==> src/rtl/regfile_sb_pkg.sv <==
// Shared defaults and encodings for the register file with busy scoreboard.
package regfile_sb_pkg;

  localparam int DW_DEF = 16;
  localparam int AW_DEF = 3;

  localparam int R0          = 0;
  localparam int RET_REG_DEF = 3;

  localparam logic IDLE = 1'b0;
  localparam logic PEND = 1'b1;

endpackage

==> src/rtl/regfile_sb_rdport.sv <==
// One combinational read port: hardwired zero, write bypass, busy lookup.
module regfile_sb_rdport
  import regfile_sb_pkg::*;
#(
  parameter int DW      = DW_DEF,
  parameter int AW      = AW_DEF,
  parameter bit ZERO_R0 = 1'b1,
  parameter bit BYPASS  = 1'b1
) (
  input  logic [AW-1:0]          raddr,
  input  logic [(2**AW)*DW-1:0]  regs_flat,
  input  logic [2**AW-1:0]       busy,
  input  logic                   wen,
  input  logic [AW-1:0]          waddr,
  input  logic [DW-1:0]          wdata,
  output logic [DW-1:0]          rdata,
  output logic                   rbusy
);

  always_comb begin
    rdata = regs_flat[int'(raddr)*DW +: DW];
    rbusy = (busy[raddr] == PEND);
    if (ZERO_R0 && int'(raddr) == R0) begin
      rdata = '0;
      rbusy = 1'b0;
    end else if (BYPASS && wen && waddr == raddr) begin
      rdata = wdata;
      rbusy = 1'b0;
    end
  end

endmodule

==> src/rtl/regfile_sb.sv <==
// Register file with NREAD read ports, one write port and a per-register
// busy scoreboard set at issue and cleared at writeback.
module regfile_sb
  import regfile_sb_pkg::*;
#(
  parameter int DW      = DW_DEF,
  parameter int AW      = AW_DEF,
  parameter int NREAD   = 2,
  parameter bit ZERO_R0 = 1'b1,
  parameter bit BYPASS  = 1'b1,
  parameter int RET_REG = RET_REG_DEF
) (
  input  logic                clk,
  input  logic                rst_n,
  input  logic [NREAD*AW-1:0] raddr,
  output logic [NREAD*DW-1:0] rdata,
  output logic [NREAD-1:0]    rbusy,
  input  logic                wen,
  input  logic [AW-1:0]       waddr,
  input  logic [DW-1:0]       wdata,
  input  logic                iss_en,
  input  logic [AW-1:0]       iss_addr,
  output logic                iss_ready,
  output logic [2**AW-1:0]    busy_vec,
  output logic [DW-1:0]       ret_val
);

  localparam int NREG = 2**AW;
  localparam logic [AW-1:0] RET_IDX = AW'(RET_REG);

  logic [DW-1:0]      regs_q [NREG];
  logic [DW-1:0]      regs_d [NREG];
  logic [NREG-1:0]    busy_q;
  logic [NREG-1:0]    busy_d;
  logic [NREG*DW-1:0] regs_flat;
  logic               wr_ok;

  assign wr_ok = wen && !(ZERO_R0 && int'(waddr) == R0);

  always_comb begin
    for (int k = 0; k < NREG; k++) regs_d[k] = regs_q[k];
    if (wr_ok) regs_d[waddr] = wdata;
  end

  assign iss_ready = (ZERO_R0 && int'(iss_addr) == R0)
                   ? 1'b1
                   : (busy_q[iss_addr] == IDLE);

  // A new issue supersedes a same-cycle writeback to the same register.
  always_comb begin
    busy_d = busy_q;
    for (int k = 0; k < NREG; k++) begin
      if (iss_en && iss_ready && iss_addr == AW'(k)
          && !(ZERO_R0 && k == R0))
        busy_d[k] = PEND;
      else if (wen && waddr == AW'(k))
        busy_d[k] = IDLE;
    end
  end

  always_ff @(posedge clk or negedge rst_n) begin
    if (!rst_n) begin
      for (int k = 0; k < NREG; k++) regs_q[k] <= '0;
      busy_q <= '0;
    end else begin
      for (int k = 0; k < NREG; k++) regs_q[k] <= regs_d[k];
      busy_q <= busy_d;
    end
  end

  for (genvar g = 0; g < NREG; g++) begin : g_flat
    assign regs_flat[g*DW +: DW] = regs_q[g];
  end

  for (genvar i = 0; i < NREAD; i++) begin : g_rd
    regfile_sb_rdport #(
      .DW      (DW),
      .AW      (AW),
      .ZERO_R0 (ZERO_R0),
      .BYPASS  (BYPASS)
    ) u_rd (
      .raddr     (raddr[i*AW +: AW]),
      .regs_flat (regs_flat),
      .busy      (busy_q),
      .wen       (wen),
      .waddr     (waddr),
      .wdata     (wdata),
      .rdata     (rdata[i*DW +: DW]),
      .rbusy     (rbusy[i])
    );
  end

  assign busy_vec = busy_q;
  assign ret_val  = (ZERO_R0 && RET_REG == R0) ? '0 : regs_q[RET_IDX];

endmodule

==> config.mk <==
export PLATFORM = sky130hd
export DESIGN_NAME = regfile_sb
export DESIGN_NICKNAME = d
export VERILOG_FILES = /design/src/rtl/regfile_sb_pkg.sv /design/src/rtl/regfile_sb_rdport.sv /design/src/rtl/regfile_sb.sv
export SDC_FILE = /design/constraint.sdc
export NUM_CORES = 1
export LEC_CHECK = 0
export ABC_CLOCK_PERIOD_IN_PS = 1300
export BUFFER_PORTS_ARGS = -buffer_cell sky130_fd_sc_hd__buf_2
export CAP_MARGIN = 20
export CORE_ASPECT_RATIO = 1.2
export CORE_MARGIN = 4
export CORE_UTILIZATION = 59
export CTS_CLUSTER_SIZE = 30
export DETAILED_ROUTE_END_ITERATION = 10
export PLACE_DENSITY = 0.84
export SYNTH_ARGS = -nofsm -noshare
export SYNTH_HDL_FRONTEND = slang
export SYNTH_SLANG_ARGS = --single-unit
==> constraint.sdc <==
create_clock -name clk -period 1.3 [get_ports clk]
set_input_delay 0 -clock clk [delete_from_list [all_inputs] [get_ports clk]]
set_output_delay 0 -clock clk [all_outputs]
set_load 0.005 [all_outputs]
==> results of run 1 <==
-- final cells by class --
type	instances	area [sq um]	area share [%]
multi-input combinational	391	4110	40.0
sequential	135	3380	32.9
timing repair buffer	255	1890	18.4
clock buffer	19	453	4.41
clock inverter	13	225	2.19
tap	164	205	2.00
inverter	3	11.3	0.110
antenna	3	7.51	0.0730
-- path summary, 6_finish.rpt --
kind	cells past startpoint	slack (ns)	from	endpoint
setup / recovery	4	-0.60	ret_val[5]$_DFFE_PN0P_	rdata[21]
hold / removal	3	0.11	rst_n	regs_flat[2]$_DFFE_PN0P_
setup reg to reg	2	0.18	busy_vec[3]$_DFFE_PN0P_	busy_vec[3]$_DFFE_PN0P_
hold reg to reg	0	0.40	regs_flat[6]$_DFFE_PN0P_	regs_flat[6]$_DFFE_PN0P_
max in group asynchronous	3	0.66	rst_n	regs_flat[91]$_DFFE_PN0P_
min in group clk	4	0.22	iss_addr[2]	busy_vec[6]$_DFFE_PN0P_
-- placed cells by master, fill, tap and decap left out, types with 4 or more instances in the layout --
master / netlist / routed
dfrtp_1: 135 / 134
buf_4: 35 / 134
mux2_2: 110 / 110
buf_2: 21 / 88
mux2i_1: 65 / 59
mux4_2: 32 / 37
o22ai_1: 32 / 31
a211oi_2: 2 / 31
nor2_1: 32 / 31
nor3_1: 31 / 23
dlygate4sd3_1: 0 / 21
clkbuf_16: 0 / 17
buf_12: 1 / 11
nor3_2: 1 / 9
nand2b_1: 7 / 7
mux2i_2: 0 / 6
xnor2_1: 6 / 6
nand2_1: 6 / 6
bufinv_16: 0 / 6
o41ai_1: 7 / 4
clkinvlp_4: 0 / 4
-- state kept, by name (all words and copies together), names as in the netlist --
name,cells
ret_val,16
busy_vec,7
regs_flat,112
-- metrics by stage --
| step | TNS, ns | hold slack (ns) | setup WS (ns) | power [mW] | utilization, % |
|---|---|---|---|---|---|
| after global routing | -17.72 | 0.142 | -0.690 | 16.8 | 80.0 |
| final | -16.22 | 0.110 | -0.604 | 16.2 | 80.1 |
| after detailed placement | -5.93 | 0.0315 | -0.291 | 9.84 | 70.5 |
| after global placement | -5.09 | 0.0321 | -0.274 | 9.57 | 70.5 |
| after CTS | -15.11 | 0.120 | -0.515 | 15.8 | 79.3 |
| after floorplan | 0 | -0.296 | 0.0725 | 8.02 | - |
-- report_power, final --
group          internal, mW  switching, mW  total, mW  leakage (nW)
Clock                  3.68           1.92       5.60         0.321
Combinational          2.70           2.17       4.86          2.72
Sequential             5.04          0.739       5.78          1.65
-- critical path, cell delays in order, from the launching register on --
cell and delay (ns):
dfrtp_1 0.42, mux4_2 0.51, a211oi_2 0.29, nor3_2 0.09, buf_2 0.16
-- cells by family after synthesis --
kind of cell / count (synthesis)
mux: 214
flops: 135
simple gates: 92
buf+inv: 87
compound gates: 78
xor+xnor: 6
other cells: 1
-- Yosys cell counts, types with 5 or more instances --
library cell / n
xnor2_1: 6
a211oi_1: 30
buf_2: 21
a21oi_1: 6
mux2_2: 110
nor3_1: 31
o41ai_1: 7
o22ai_1: 32
clkbuf_1: 18
nand2b_1: 7
dfrtp_1: 135
mux4_1: 5
mux2i_1: 65
buf_6: 7
mux4_2: 32
buf_4: 35
nor2_1: 32
nand2_1: 6
-- per-layer routing --
metal | track usage, % | vias to the layer above | share of wire (%)
li1 | - | 2697 | -
met1 | 44.4 | 3431 | 34
met2 | 58.7 | 663 | 46
met3 | 10.6 | 259 | 11
met4 | 29.3 | 0 | 9.5
met5 | 0 | - | 0
-- repair_timing --
item / CTS / global route
gates resized for setup: 44 / 14
endpoints found under the hold margin: 254 / 0
gates cloned: 0 / 0
setup buffers: 8 / 3
endpoints found under the setup margin: 35 / 38
hold buffers: 22 / 0
pin swaps: 58 / 4
==> metrics.csv, run 1 <==
metric,value,unit
async_flop_share,100,%
drt-initial-drc-count,1010,
fin_nets,835,
root_buffer,clkbuf_16,
layout-drive-gt1-share,58.2,%
dpl.hpwl,16200,microns
netlist_area,7820,sq um
status,"finished, violations left",
drc_errors,0,
hold_viol_final,0,
synth_top_area_share,43.2,%
final_area,10300,sq um
synthAdderAreaFrac,0,%
synthToLayoutAreaGrowth,31.5,%
synth-warning-count,0,
ios,91,
wl_per_cell,29.0,microns
rows,45,
grt_setup_unrepaired,true,
layout_min_cycle_time,1.90,ns
wl,28500,microns
synth_seq_cells,135,
peakVddDrop,1.32,mV
antenna_found_initial,2,
cts_buffer_depth,2,
max_freq,525,MHz
grt_pass1_wl,43300,microns
synthCells,613,
worstPathArrival,1.90,ns
leakagePower,4.69,nW
power.density,1580,nW/um^2
synth.avg_cell_area,12.8,sq um
die_area,15200,sq um
synth.mux.area_fraction,35.3,%
routabilityCongestion,0.930,
start_kind,flip-flop,
synth-edff-count,0,
synth_ff_type,dfrtp_1,
grt_max_degree,60,
ys_seq_area_share,43.2,%
hp-class,in -> async,
maxCapViolCount,0,
ys_top_cells_by_area,"dfrtp_1 (43%), mux2_2 (16%), mux4_2 (9.2%)",
vias,7050,
synth_fp_nets,645,
period_share,146,%
synth_top_family_by_area,multiplexers,
final_cells,983,
start_util,60.9,%
port_buffers,89,
synth_xor_area_share,0.672,%
cp.required,1.30,ns
cts_tree,done,
synth_top_area_cell,dfrtp_1,
ant_nets,0,
grt.overflow.total,0,
core,12800,sq um
slew_headroom,61.6,%
placed_cell_area,9050,sq um
setup_viol,35,
first_global_vias,7569,
clkTransAtPathRegs,0.06,ns
worst_slack,-0.604,ns
synth-compound-area-share,7.04,%
ys_types,37,
clock_latency,0.43,ns
path_class,reg -> out,
cts_sinks,135,
viasPerCell,7.17,
die_w,113,microns
die_h,134,microns
tightest_slew,0.576,ns
htree_num_levels,4,
dp.cells,915,
n_fill_cell,623,
cts_made_buffers,17,
violations,negative setup slack,
slew_viol_final,0,
firstDrtPassIters,7,
cp-end-kind,output port,
grt_util_all_layers,37.9,%
fin_skew,0,ns
crit_fanout,3,
yosys.area_share.simple,6.47,%
Power figures use the tool's default switching activity.
==> run 2: changes to the inputs <==
Settings changed: TNS_END_PERCENT set to 10.
==> run 2 against run 1 <==
Against the previous run: the run still ends with negative setup slack left; fmax grew 0.30%; critical path depth unchanged; clock-buffer cell count unchanged; register-to-register slack is essentially flat; sequential power hardly changed; highest routed layer is now met5; total power shrank 0.99%; combinational power shrank 3%; largest power group unchanged; die area unchanged; clock skew is the same; cell area shrank 0.74%; via count decreased by 2.6%.
==> metrics.csv, run 2 (synthesis gave the netlist of run 1 again) <==
metric,value,unit,change
status,"finished, violations left",,
violations,negative setup slack,,
routabilityCongestion,0.930,,unchanged
root_buffer,clkbuf_16,,
ios,91,,unchanged
firstDrtPassIters,5,,-2
cp.required,1.30,ns,about the same
grt_max_degree,60,,unchanged
wl_per_cell,28.5,microns,-1.6%
max_freq,527,MHz,+0.30%
leakagePower,4.64,nW,-1.3%
fin_nets,825,,-1.2%
die_w,113,microns,unchanged
start_kind,flip-flop,,
grt_pass1_wl,42600,microns,-1.6%
fin_skew,0,ns,unchanged
worst_slack,-0.599,ns,+0.00560 ns
synthToLayoutAreaGrowth,30.5,%,
top_usage_layer,met2,,
path_class,reg -> out,,
use_met2,56.6,%,-2.0 points
dp.cells,915,,unchanged
grt_setup_unrepaired,true,,
tightest_slew,0.598,ns,+0.0225 ns
cp_num_cells,4,,unchanged
sequentialPowerShare,36.0,%,+0.4 points
viasPerCell,7.06,,-1.6%
comb_power_share,29.3,%,-0.6 points
use_met3,13.4,%,+2.8 points
multiInputGateArea,4110,sq um,about the same
cpMaxStageDelayCell,mux4_2,,
drt-initial-drc-count,983,,-2.7%
cts_made_buffers,17,,unchanged
layout-drive-gt1-share,56.9,%,-1.3 points
dpl.hpwl,16200,microns,unchanged
layout_min_cycle_time,1.90,ns,-0.00560 ns
p_int,11.3,mW,-0.66%
clock_latency,0.43,ns,about the same
rows,45,,unchanged
grt_util_all_layers,37.3,%,-0.57 points
largest_reg_flops,112,,unchanged
path_buf_inv,1,,unchanged
p_sw_share,29.4,%,-0.24 points
slew_headroom,60.1,%,-1.5 points
antenna_found_initial,3,,+1
cts_sinks,135,,unchanged
cp-end-kind,output port,,
cp_cell_sequence,mux4_2 -> a211oi_4 -> nor3_1 -> buf_2,,
ant_nets,0,,unchanged
met1_usage,41.8,%,-2.6 points
finalSetupTns,-15.88,ns,+0.343 ns
final_cells,973,,-1.0%
cts_tree,done,,
peakVddDrop,1.05,mV,-21%
first_global_vias,7547,,-0.29%
path_delay_family,multiplexers,,
power.density,1580,nW/um^2,-0.25%
regArea,3380,sq um,unchanged
setup_viol,35,,unchanged
r2r_cells,2,,unchanged
slowest_delay,0.52,ns,about the same
vias,6868,,-2.6%
hold_slack,0.116,ns,+0.00591 ns
start_util,60.9,%,unchanged
grt.overflow.total,0,,unchanged
switchingPower,4.74,mW,-1.8%
clkTransAtPathRegs,0.06,ns,about the same
worstPathArrival,1.90,ns,about the same
die_area,15200,sq um,unchanged
drc_errors,0,,unchanged
hp-class,in -> async,,
core,12800,sq um,unchanged
cts_buffer_depth,2,,unchanged
htree_num_levels,4,,unchanged
final_area,10200,sq um,-0.74%
n_fill_cell,633,,+1.6%
die_h,134,microns,unchanged
hold_viol_final,0,,unchanged
placed_cell_area,9050,sq um,unchanged
layout_common_cells,"dfrtp_1 (134), buf_4 (124), mux2_2 (110)",,
wl,27800,microns,-2.6%
port_buffers,89,,unchanged
period_share,146,%,-0.43 points
power_frac_clock,34.7,%,+0.2 points
crit_fanout,3,,unchanged
slew_viol_final,0,,unchanged
maxCapViolCount,0,,unchanged
pre_cts_ws,-0.291,ns,unchanged
mostFrequentLayoutCell,dfrtp_1,,
run 2: changes by cell type in the layout (fill, tap and decap cells not counted), moves of 2 or more:
cell	previous run	this run
nor3_1	23	26
nor3_2	9	6
buf_4	134	124
a211oi_2	31	28
mux2i_1	59	61
mux2i_2	6	3
a211oi_4	0	3
run 2: final timing paths:
check | to | start | slack, ns
hold reg to reg | regs_flat[6]$_DFFE_PN0P_ | regs_flat[6]$_DFFE_PN0P_ | 0.40
max in group asynchronous | ret_val[13]$_DFFE_PN0P_ | rst_n | 0.69
setup reg to reg | busy_vec[3]$_DFFE_PN0P_ | busy_vec[3]$_DFFE_PN0P_ | 0.18
hold / removal | regs_flat[18]$_DFFE_PN0P_ | rst_n | 0.12
setup / recovery | rdata[22] | regs_flat[118]$_DFFE_PN0P_ | -0.60
min in group clk | busy_vec[5]$_DFFE_PN0P_ | waddr[0] | 0.25
run 2: power by group through the flow:
stage	Clock, mW	Combinational, mW	Sequential (mW)
floorplan	0	2.45	5.57
global placement	0	3.91	5.66
detailed placement	0	4.10	5.74
CTS	5.57	4.45	5.70
global route	5.78	4.98	5.86
finish	5.58	4.72	5.79
run 2: worst min-delay path: stages:
cell and delay, ns:
dlygate4sd3_1 0.53, buf_4 0.13, buf_12 0.28
run 2: through the flow:
| stage | util (%) | power (mW) |
|---|---|---|
| finish | 79.5 | 16.1 |
| global route | 79.5 | 16.6 |
| CTS | 78.8 | 15.7 |
| detailed placement | 70.5 | 9.84 |
| global placement | 70.5 | 9.57 |
| floorplan | - | 8.02 |
run 2: final cells by class:
class,instances,area share [%]
tap,164,2.01
clock inverter,13,2.21
timing repair buffer,245,17.8
clock buffer,19,4.44
antenna,3,0.0736
multi-input combinational,391,40.3
inverter,3,0.110
sequential,135,33.1
run 2: timing repair:
action,CTS,global route
resized for setup,40,15
setup buffers,1,0
setup endpoints to repair,35,37
hold buffers,22,0
pin swaps,52,4
endpoints found under the hold margin,254,0
run 2: layer usage:
layer	share of wire, %	vias to the layer above
met4	8.4	4
li1	-	2659
met1	33	3334
met2	47	641
met3	11	230
met5	0.16	-
==> run 3: changes to the inputs <==
--- a/config.mk
+++ b/config.mk
@@ -11,8 +11,8 @@
 export CORE_ASPECT_RATIO = 1.2
 export CORE_MARGIN = 4
-export CORE_UTILIZATION = 59
+export CORE_UTILIZATION = 40
 export CTS_CLUSTER_SIZE = 30
 export DETAILED_ROUTE_END_ITERATION = 10
-export PLACE_DENSITY = 0.84
+export PLACE_DENSITY = 0.61
 export SYNTH_ARGS = -nofsm -noshare
 export SYNTH_HDL_FRONTEND = slang
==> constraint.sdc (replaced) <==
create_clock -name clk -period 1.3 [get_ports clk]
set_input_delay 0.13 -clock clk [delete_from_list [all_inputs] [get_ports clk]]
set_output_delay 0.13 -clock clk [all_outputs]
set_load 0.005 [all_outputs]
==> run 3 against run 2 <==
Against the previous run: worst hold slack got worse by 0.10 ns; flip-flop and latch count unchanged; largest cell class unchanged; cell area decreased by 0.34%; critical endpoint is now rdata[27]; final cell count increased by 10%; clock power decreased by 23%; die area increased by 44%; total power decreased by 9.7%; combinational power decreased by 3%; register-to-register slack improved by 0.07 ns; first-iteration DRC count decreased by 59%; the run still ends with negative setup slack left.
==> metrics.csv, run 3 (synthesis gave the netlist of run 1 again) <==
metric,value,unit,change
comb_power_share,31.6,%,+2.3 points
worst_slack,-0.651,ns,-0.0520 ns
grt.overflow.total,0,,unchanged
drt-initial-drc-count,406,,-59%
hold_end,busy_vec[5]$_DFFE_PN0P_,,
p_sw_share,29.6,%,+0.13 points
die_area,21900,sq um,+44%
clkTransAtPathRegs,0.06,ns,about the same
clock_latency,0.42,ns,about the same
maxCapViolCount,0,,unchanged
fin_skew,0,ns,unchanged
sequentialPowerShare,39.0,%,+3.0 points
power_frac_clock,29.5,%,-5.2 points
hold_viol_final,0,,unchanged
utilization,53.3,%,-26 points
cts_sinks,135,,unchanged
rows,55,,+22%
switchingPower,4.29,mW,-9.3%
hp-class,in -> reg,,
leakagePower,4.64,nW,about the same
grt_util_all_layers,23.2,%,-14 points
viasPerCell,5.75,,-19%
grt_setup_unrepaired,true,,
diodes,0,,-3
power.density,1430,nW/um^2,-9.4%
port_buffers,89,,unchanged
period_share,150,%,+4.0 points
p_int,10.2,mW,-9.9%
min_path_cells,2,,
core,19100,sq um,+48%
cp.required,1.17,ns,-0.13 ns
cts_made_buffers,17,,unchanged
violations,negative setup slack,,
cts_tree,done,,
n_fill_cell,1636,,+160%
routabilityCongestion,0.865,,-7.0%
r2r_end,ret_val[11]$_DFFE_PN0P_,,
status,"finished, violations left",,
synthToLayoutAreaGrowth,30.0,%,
wl,24500,microns,-12%
timing.rr.start,ret_val[11]$_DFFE_PN0P_,,
final_area,10200,sq um,-0.34%
cp_cell_sequence,mux4_2 -> a211oi_4 -> nor3_2 -> buf_2,,
die_w,136,microns,+20%
fin_nets,833,,+0.97%
firstDrtPassIters,5,,unchanged
r2r_slack,0.25,ns,+0.07 ns
antenna_found_initial,1,,-2
die_h,161,microns,+20%
vias,6151,,-10%
setup_viol,36,,+2.9%
crit_fanout,3,,unchanged
grt_pass1_wl,38700,microns,-9.1%
wl_per_cell,22.9,microns,-20%
placed_cell_area,9470,sq um,+4.6%
grt_max_degree,49,,-18%
ant_nets,0,,unchanged
layout_min_cycle_time,1.95,ns,+0.0520 ns
drc_errors,0,,unchanged
path_buf_inv,1,,unchanged
slowest_delay,0.50,ns,-0.02 ns
layout-drive-gt1-share,58.0,%,+1.0 points
worstPathArrival,1.82,ns,-0.08 ns
path_delay_family,multiplexers,,
start_util,41.0,%,-20 points
cts_buffer_depth,2,,unchanged
r2r_cells,3,,+1
cp-end-kind,output port,,
power.total,14.5,mW,-9.7%
dpl.hpwl,17600,microns,+8.5%
layout_common_cells,"buf_4 (145), dfrtp_1 (134), mux2_2 (110)",,
slew_viol_final,0,,unchanged
htree_num_levels,4,,unchanged
mostFrequentLayoutCell,buf_4,,
cpMaxStageDelayCell,mux4_2,,
ios,91,,unchanged
min_from,iss_addr[1],,
largest_reg_flops,112,,unchanged
root_buffer,clkbuf_16,,
max_freq,513,MHz,-2.7%
start_kind,flip-flop,,
path_class,reg -> out,,
peakVddDrop,0.975,mV,-7.0%
first_global_vias,6698,,-11%
-- run 3: worst max-delay path by stage --
stage	start	endpoint	slack, ns	cells after the start
after floorplan	waddr[1]	regs_flat[64]$_DFFE_PN0P_	-0.03	5
after global placement	raddr[1]	rdata[2]	-0.53	6
after detailed placement	raddr[1]	rdata[2]	-0.52	6
after CTS	ret_val[11]$_DFFE_PN0P_	rdata[27]	-0.63	4
after global routing	ret_val[11]$_DFFE_PN0P_	rdata[11]	-0.66	4
final	ret_val[11]$_DFFE_PN0P_	rdata[27]	-0.65	4
-- run 3: power by group through the flow --
stage	Clock (mW)	Sequential (mW)	Combinational, mW
6_report	4.28	5.66	4.58
5_1_grt	4.53	5.75	4.95
4_1_cts	4.34	5.65	4.58
3_5_place_dp	0	5.71	4.37
3_3_place_gp	0	5.66	4.25
2_1_floorplan	0	5.57	2.46
-- run 3: layer usage --
metal / up-vias / wire [microns] / GRT usage [%]
met4: 2 / 1030 / 10.6
met3: 77 / 1380 / 4.64
met2: 243 / 12300 / 38.9
met5: - / 7 / 0
met1: 3137 / 9760 / 29.0
li1: 2692 / - / -
-- run 3: stage by stage --
stage / hold slack (ns) / setup WS (ns) / cells / setup TNS [ns]
detailed placement: 0.0652 / -0.520 / 1036 / -23.59
global route: 0.0257 / -0.661 / 1070 / -21.06
floorplan: -0.166 / -0.0279 / 613 / -0.496
CTS: 0.00679 / -0.631 / 1070 / -19.59
finish: 0.0150 / -0.651 / 1070 / -18.79
global placement: 0.0588 / -0.532 / 1036 / -21.62
-- run 3: repair_timing --
action / in CTS / in global routing
setup endpoints to repair: 35 / 36
buffers inserted: 1 / 0
cloned: 0 / 0
hold endpoints to repair: 101 / 0
hold buffers: 1 / 0
pin swaps: 40 / 8
gates resized for setup: 37 / 6
-- run 3: worst reg2reg max path: stages (launching register included) --
cell and delay, ns:
dfrtp_1 0.42, buf_4 0.15, buf_6 0.10, mux2_2 0.26
-- run 3: layout make-up --
cell class | count | area (sq um) | area share [%]
Tap cell | 256 | 320 | 3.15
Sequential cell | 135 | 3380 | 33.2
Clock buffer | 24 | 462 | 4.54
Inverter | 3 | 11.3 | 0.111
Multi-Input combinational cell | 391 | 4040 | 39.7
Clock inverter | 8 | 51.3 | 0.505
Timing Repair Buffer | 253 | 1910 | 18.8
